## src/rtl/fir_pkg.sv

```systemverilog
// Shared types and elaboration helpers for the FIR tap delay line.
package fir_pkg;

  localparam int DWIDTH_DEF = 15;

  typedef logic signed [DWIDTH_DEF-1:0] sample_t;

  function automatic int buflen(input int ntaps, input int unr);
    return ntaps - 1 + unr;
  endfunction

  function automatic int nblk(input int ntaps, input int unr);
    return (buflen(ntaps, unr) + unr - 1) / unr;
  endfunction

  function automatic int clog2(input int v);
    int r;
    r = 0;
    while ((1 << r) < v) r++;
    return r;
  endfunction

endpackage

```

## src/rtl/fir_tapline_ctrl.sv

```systemverilog
// Fill counter, primed flag and valid/ready handshake of the tap line.
module fir_tapline_ctrl
  import fir_pkg::*;
#(
  parameter int NBLK       = 10,
  parameter bit ZERO_PRIME = 1'b0
) (
  input  logic clk_i,
  input  logic rst_i,
  input  logic clr_i,
  input  logic in_valid_i,
  input  logic taps_ready_i,
  output logic in_ready_o,
  output logic fire_o,
  output logic taps_valid_o,
  output logic primed_o
);

  localparam int CW = clog2(NBLK + 1);
  localparam logic [CW-1:0] FULL = CW'(NBLK);

  logic [CW-1:0] cnt_q, cnt_d;
  logic          valid_q, valid_d;
  logic          primed_q, primed_d;

  always_comb begin
    in_ready_o = !valid_q || taps_ready_i;
    fire_o     = in_valid_i && in_ready_o;
    cnt_d      = cnt_q;
    valid_d    = valid_q;
    if (fire_o) begin
      if (cnt_q != FULL) cnt_d = cnt_q + 1'b1;
      valid_d = ZERO_PRIME || (cnt_d == FULL);
    end else if (taps_ready_i) begin
      valid_d = 1'b0;
    end
    // A clear wins over a beat arriving in the same cycle
    if (clr_i) begin
      cnt_d   = '0;
      valid_d = 1'b0;
    end
    primed_d = (cnt_d == FULL);
  end

  always_ff @(posedge clk_i) begin
    if (rst_i) begin
      cnt_q    <= '0;
      valid_q  <= 1'b0;
      primed_q <= 1'b0;
    end else begin
      cnt_q    <= cnt_d;
      valid_q  <= valid_d;
      primed_q <= primed_d;
    end
  end

  assign taps_valid_o = valid_q;
  assign primed_o     = primed_q;

endmodule

```

## src/rtl/fir_tapline.sv

```systemverilog
// FIR input delay line: UNR samples in per beat, full tap window out.
module fir_tapline
  import fir_pkg::*;
#(
  parameter int DWIDTH     = 15,
  parameter int UNR        = 4,
  parameter int NTAPS      = 37,
  parameter bit ZERO_PRIME = 1'b0
) (
  input  logic                     CLK,
  input  logic                     RST,
  input  logic                     clr,
  input  logic                     in_valid,
  output logic                     in_ready,
  input  logic signed [DWIDTH-1:0] din  [UNR],
  output logic                     taps_valid,
  input  logic                     taps_ready,
  output logic signed [DWIDTH-1:0] dout [NTAPS+UNR-1],
  output logic                     primed
);

  localparam int BUFLEN = buflen(NTAPS, UNR);
  localparam int NBLK   = nblk(NTAPS, UNR);

  logic fire;

  fir_tapline_ctrl #(
    .NBLK      (NBLK),
    .ZERO_PRIME(ZERO_PRIME)
  ) u_ctrl (
    .clk_i       (CLK),
    .rst_i       (RST),
    .clr_i       (clr),
    .in_valid_i  (in_valid),
    .taps_ready_i(taps_ready),
    .in_ready_o  (in_ready),
    .fire_o      (fire),
    .taps_valid_o(taps_valid),
    .primed_o    (primed)
  );

  for (genvar i = 0; i < BUFLEN; i++) begin : g_tap
    logic signed [DWIDTH-1:0] src;
    logic signed [DWIDTH-1:0] tap_d, tap_q;

    if (i < UNR) begin : g_head
      assign src = din[i];
    end else begin : g_body
      assign src = dout[i-UNR];
    end

    always_comb begin
      tap_d = tap_q;
      if (clr) tap_d = '0;
      else if (fire) tap_d = src;
    end

    always_ff @(posedge CLK) begin
      if (RST) tap_q <= '0;
      else tap_q <= tap_d;
    end

    assign dout[i] = tap_q;
  end

endmodule

```

## config.mk

```make
export PLATFORM = sky130hd
export DESIGN_NAME = fir_tapline
export DESIGN_NICKNAME = d
export VERILOG_FILES = /design/src/rtl/fir_pkg.sv /design/src/rtl/fir_tapline_ctrl.sv /design/src/rtl/fir_tapline.sv
export SDC_FILE = /design/constraint.sdc
export NUM_CORES = 1
export LEC_CHECK = 0
export BUFFER_PORTS_ARGS = -buffer_cell sky130_fd_sc_hd__buf_2
export CORE_AREA = 5 5 255 257
export DETAILED_ROUTE_END_ITERATION = 10
export DIE_AREA = 0 0 260 262
export SLEW_MARGIN = 10
export SYNTH_ARGS = -nofsm -noshare
export SYNTH_HDL_FRONTEND = slang
export SYNTH_HIERARCHICAL = 1
export SYNTH_SLANG_ARGS = --single-unit
export TNS_END_PERCENT = 10
```

## constraint.sdc

```tcl
create_clock -name CLK -period 1.6 [get_ports CLK]
set_clock_uncertainty 0.1 [all_clocks]
set_input_delay 0.32 -clock CLK [delete_from_list [all_inputs] [get_ports CLK]]
set_output_delay 0.32 -clock CLK [all_outputs]
set_load 0.01 [all_outputs]
```

==> run summary, run 1 <==
vias in the first global route: 16200
failing checks: negative setup slack
placed insts: 3448
max_cap viols: 0
Clock Tree Root: clkbuf_16
DR vias: 16800
Worst setup EP type: output port
CP most frequent cell: buf_6
post-layout util: 0.473
Area growth, synth to finish: 31.9%
most frequent cells in the layout: 629 x buf_2, 602 x nor2_1, 598 x mux2i_1
GRT Overall Usage: 0.187
final setup fails: 41
HP Class: in2reg
Initial Util: 0.358
fin crit period: 1650 ps
CTS tree: built
final cell count without fillers: 3638
Post-synth EDFFs: 0
minimum hold slack: 158 ps
Mapped Nets: 2045
Max stage delay cell, worst path: dfxtp_4
Synth Register Bits: 606
Sink Count: 606
placer congestion estimate: 0.856
Synth Instances: 1978
cell area after synthesis: 22400 sq um
vias per inst: 4.61
cts bufs inserted: 67
f_max: 0.607 GHz
outcome: complete, but fails checks
HPWL Detailed: 51500 um
RSZ-0062 raised after global routing: true
Rows: 92
Pins Over Slew Limit: 0
# fillers: 5734
Hold Fails Final Rpt: 0
fin nets: 2811
Final Worst Setup Slack: -48.5 ps
CTS H-tree lvls: 3
FF+latch area: 12400 sq um
fin crit share: 1.03
largest net degree at the start of global routing: 72
1st-pass router iterations: 5
Worst-Skew Late Latency: 580 ps
slowest stage delay, CP: 360 ps
routed wire length: 68900 um
I/O Buffers: 667
first-pass GRT wire length: 101000 um
crit-path cells: nand2b_4 > buf_6 > buf_6
asr flop ratio synth: 0
worst slew pin tran: 330 ps
clk buf depth: 3
initial DRC count: 941
critical path fanouts, max: 2
DRC: 0
wire length per cell: 18.9 um
Critical Path AT: 1230 ps
Antenna Nets Post-Route: 0
initial antenna violation count: 2
Most used DFF post-synth: dfxtp_1
post-synthesis sequential area ratio: 0.542
clk slew on worst S/H paths: 60 ps
highest ir drop seen on vdd: 0.000693 V
Leak: 14.5 nW
Yosys cell types: 31
worst endpoint required time: 1180 ps
Post-Syn Area per Cell: 11.3 sq um
relative slew slack: 0.780
die height: 262 um
Die Wd: 260 um
Multi-input gate area: 8530 sq um
startpoint types: register
share of layout cells above drive strength 1: 0.370
setup TNS: -612 ps
most common cell after layout, fill and taps aside: buf_2
YS warnings: 6
Power per Cell Area: 1080 nW/um^2
die footprint: 68100 sq um
IO Count: 668
total grt overflow: 0
kind of critical path: reg2out
Core ar.: 62500 sq um
==> registers in the layout (all words and copies together) (netlist names) <==
signal and cells:
g_tap.src 60, u_ctrl/cnt_q 4, u_ctrl/primed_o 1, u_ctrl/taps_valid_o 1, g_tap.tap_q 540
==> metrics by stage <==
step,instance area [sq um],worst slack (ps),total power [mW]
6_report,29500,-48.5,31.8
5_1_grt,29500,-108,33.0
4_1_cts,29200,-98.1,32.2
3_5_place_dp,26100,-153,17.0
3_3_place_gp,26100,-129,17.0
2_1_floorplan,22400,2.40,16.9
==> power breakdown <==
group	total [mW]	leakage [nW]	internal, mW	switching, mW
Combinational	1.71	8.50	0.836	0.870
Sequential	15.2	4.97	15.1	0.0608
Clock	15.0	1.05	8.73	6.22
==> routing by layer <==
metal  wire length [um]  global-route usage
met1              30800               0.252
met2              31400               0.292
met3               4000              0.0402
met4               2670              0.0819
met5                  0                   0
==> worst max-delay path: cells and delay by family, from the launching register on <==
kind,cells,cell delay [ps]
and+or+nand+nor,1,50
buffers and inverters,2,230
DFF,1,360
==> cell usage after synthesis, types with 2 or more instances <==
library cell	instances	share of area
dfxtp_1	606	0.54
nor2_1	602	0.10
mux2i_1	600	0.27
buf_6	74	0.037
buf_8	60	0.040
a21oi_1	3	0.00067
nand2_1	3	0.00050
a211oi_1	2	0.00067
a21o_1	2	0.00067
ha_1	2	0.0011
nand3_1	2	0.00045
nor3b_1	2	0.00067
xor2_1	2	0.00078
==> worst paths after layout <==
path / start / end / slack (ps) / depth (start not counted)
setup reg to reg: u_ctrl/taps_valid_o / g_tap[38].tap_q[1] / -40 / 6
setup / recovery: u_ctrl/taps_valid_o / in_ready / -50 / 3
hold reg to reg: g_tap[38].tap_q[9] / g_tap[38].tap_q[9] / 390 / 2
hold / removal: in_valid / u_ctrl/cnt_q[1] / 160 / 4
==> timing repair <==
action	4_1_cts	5_1_grt
pin swaps	0	12
buffers inserted	2	3
hold buffers	62	0
gates resized for setup	163	76
gates cloned	0	6
hold endpoints to repair	65	0
setup endpoints to repair	224	457
==> layout make-up <==
class                           instances  share of cell area
Antenna cell                            1           0.0000847
Clock buffer                           96              0.0649
Clock inverter                         20             0.00746
Inverter                                1            0.000127
Multi-Input combinational cell       1235               0.289
Sequential cell                       606               0.419
Tap cell                              846              0.0358
Timing Repair Buffer                  833               0.184
==> cell families after synthesis <==
family / synth area share
AOI/OAI and AO/OA: 0.00413
buffers and inverters: 0.0782
adders and majority gates: 0.00112
muxes: 0.268
and+or+nand+nor: 0.106
DFF: 0.542
xor gates and xnor gates: 0.00117
Power figures use the tool's default switching activity.
==> inputs of run 2 (changes only) <==
Settings changed: CORE_AREA 5 5 255 257 to 5 5 257 259, DIE_AREA 0 0 260 262 to 0 0 262 264, REMOVE_ABC_BUFFERS set to 1.
Clock period 1.6 ns to 1.65 ns, I/O delays scaled along.
==> run 2 against run 1 <==
  * The flow still finishes with violations (negative setup slack)
  * Total power fell by 4.3%
  * Combinational power fell by 8%
  * Setup slack improved by 23 ps
  * First-iteration DRC count fell by 0.64%
  * Sequential power fell by 3%
  * Critical path type is now reg2reg
==> run summary, run 2 (synthesis results as in run 1) <==
outcome: complete, but fails checks
failing checks: negative setup slack
initial DRC count: 935
HPWL Detailed: 44400 um
Diodes inserted: 0
Worst setup EP type: register
# fillers: 6010
vias in the first global route: 16100
Hold Fails Final Rpt: 0
vias per inst: 4.52
fin crit share: 1.02
share of layout cells above drive strength 1: 0.325
startpoint types: register
worst endpoint required time: 2030 ps
power share of the combinational group: 0.052
Pins Over Slew Limit: 0
relative slew slack: 0.752
I/O Buffers: 667
fin crit period: 1680 ps
dpl cell area: 25900 sq um
RSZ-0062 raised after global routing: true
Antenna Nets Post-Route: 0
GRT Overall Usage: 0.162
Sequential Power Share: 0.484
CTS tree: built
initial antenna violation count: 0
sw frac: 0.215
Final Worst Setup Slack: -25.1 ps
CTS H-tree lvls: 2
Critical Path AT: 2050 ps
largest net degree at the start of global routing: 59
Clock Tree Root: clkbuf_16
f_max: 0.597 GHz
DR vias: 16400
most frequent cells in the layout: 656 x buf_2, 602 x nor2_1, 600 x mux2i_1
1st-pass router iterations: 4
max_cap viols: 0
NetSw: 6.54 mW
kind of critical path: reg2reg
Int Pwr: 23.9 mW
clock power share: 0.464
wire length per cell: 16.6 um
setup TNS: -106 ps
Biggest register: g_tap.tap_q
fin nets: 2779
HP Class: in2reg
first-pass GRT wire length: 92000 um
Rows: 93
clk slew on worst S/H paths: 60 ps
Sink Count: 606
Final Cell Area: 28900 sq um
highest ir drop seen on vdd: 0.000821 V
placer congestion estimate: 0.848
FF+latch area: 12200 sq um
most common cell after layout, fill and taps aside: buf_2
IO Count: 668
die height: 264 um
total grt overflow: 0
Core ar.: 63600 sq um
Die Wd: 262 um
number of flip-flops in the largest register: 540
die footprint: 69200 sq um
critical path fanouts, max: 26
Power per Cell Area: 1050 nW/um^2
clk buf depth: 3
DRC: 0
final setup fails: 8
Area growth, synth to finish: 29.1%
routed wire length: 60100 um
Multi-input gate area: 8530 sq um
Initial Util: 0.352
worst slew pin tran: 372 ps
Worst-Skew Late Latency: 600 ps
Leak: 14.3 nW
cts bufs inserted: 61
==> run 2: cell types whose count changed in the layout (fill, tap and decap cells not counted), sizes merged <==
cell,previous run,this run
diode,1,0
inv,4,3
clkbuf,102,97
bufinv,2,5
clkinvlp,0,5
clkinv,15,7
buf,765,742
==> run 2: worst paths after layout <==
kind / start / endpoint / slack, ps / cells past startpoint
hold / removal: in_valid / u_ctrl/cnt_q[2] / 150 / 5
hold reg to reg: g_tap[37].tap_q[11] / g_tap[37].tap_q[11] / 390 / 2
setup reg to reg: u_ctrl/taps_valid_o / g_tap[28].tap_q[1] / -30 / 6
setup / recovery: u_ctrl/taps_valid_o / g_tap[28].tap_q[1] / -30 / 6
==> run 2: power by group through the flow <==
stage / Sequential (mW) / Clock [mW] / Combinational [mW]
floorplan: 15.1 / 0 / 1.27
global placement: 15.1 / 0 / 1.41
detailed placement: 15.1 / 0 / 1.42
CTS: 14.8 / 14.6 / 1.54
global route: 14.8 / 15.2 / 1.68
finish: 14.8 / 14.1 / 1.58
==> run 2: layer usage <==
layer | GRT usage | up-vias | share of wire
li1 | - | 8056 | -
met1 | 0.182 | 7721 | 0.39
met2 | 0.287 | 468 | 0.50
met3 | 0.0532 | 116 | 0.081
met4 | 0.0526 | 0 | 0.031
met5 | 0 | - | 0
==> run 2: metrics by stage <==
step	power, mW	std cells	worst slack, ps	utilization	hold slack [ps]
4_1_cts	30.9	3614	-75.6	0.451	95.0
6_report	30.5	3617	-25.1	0.454	145
2_1_floorplan	16.4	1842	-8760	-	378
3_3_place_gp	16.5	3437	-74.4	0.407	368
3_5_place_dp	16.5	3437	-109	0.407	375
5_1_grt	31.6	3617	-87.6	0.454	136
==> run 2: area by class of cell <==
| class | instances | share of cell area |
|---|---|---|
| inverters | 1 | 0.000130 |
| multi-input cells | 1235 | 0.295 |
| clock inverters | 19 | 0.00831 |
| flip-flops and latches | 606 | 0.422 |
| clock buffers | 94 | 0.0641 |
| well taps | 855 | 0.0370 |
| repair buffers | 807 | 0.174 |
==> run 2: repair_timing <==
action,4_1_cts,5_1_grt
gates cloned,0,3
resized for setup,31,46
endpoints found under the hold margin,65,0
pin swaps,0,1
hold buffers,62,0
buffers inserted,2,0
endpoints found under the setup margin,29,289
==> run 2: worst max-delay path, stage by stage, from the launching register on <==
cell,delay [ps]
dfxtp_4,360
nand2b_4,70
and2_4,190
buf_12,210
buf_12,240
mux2i_1,250
nor2_1,70
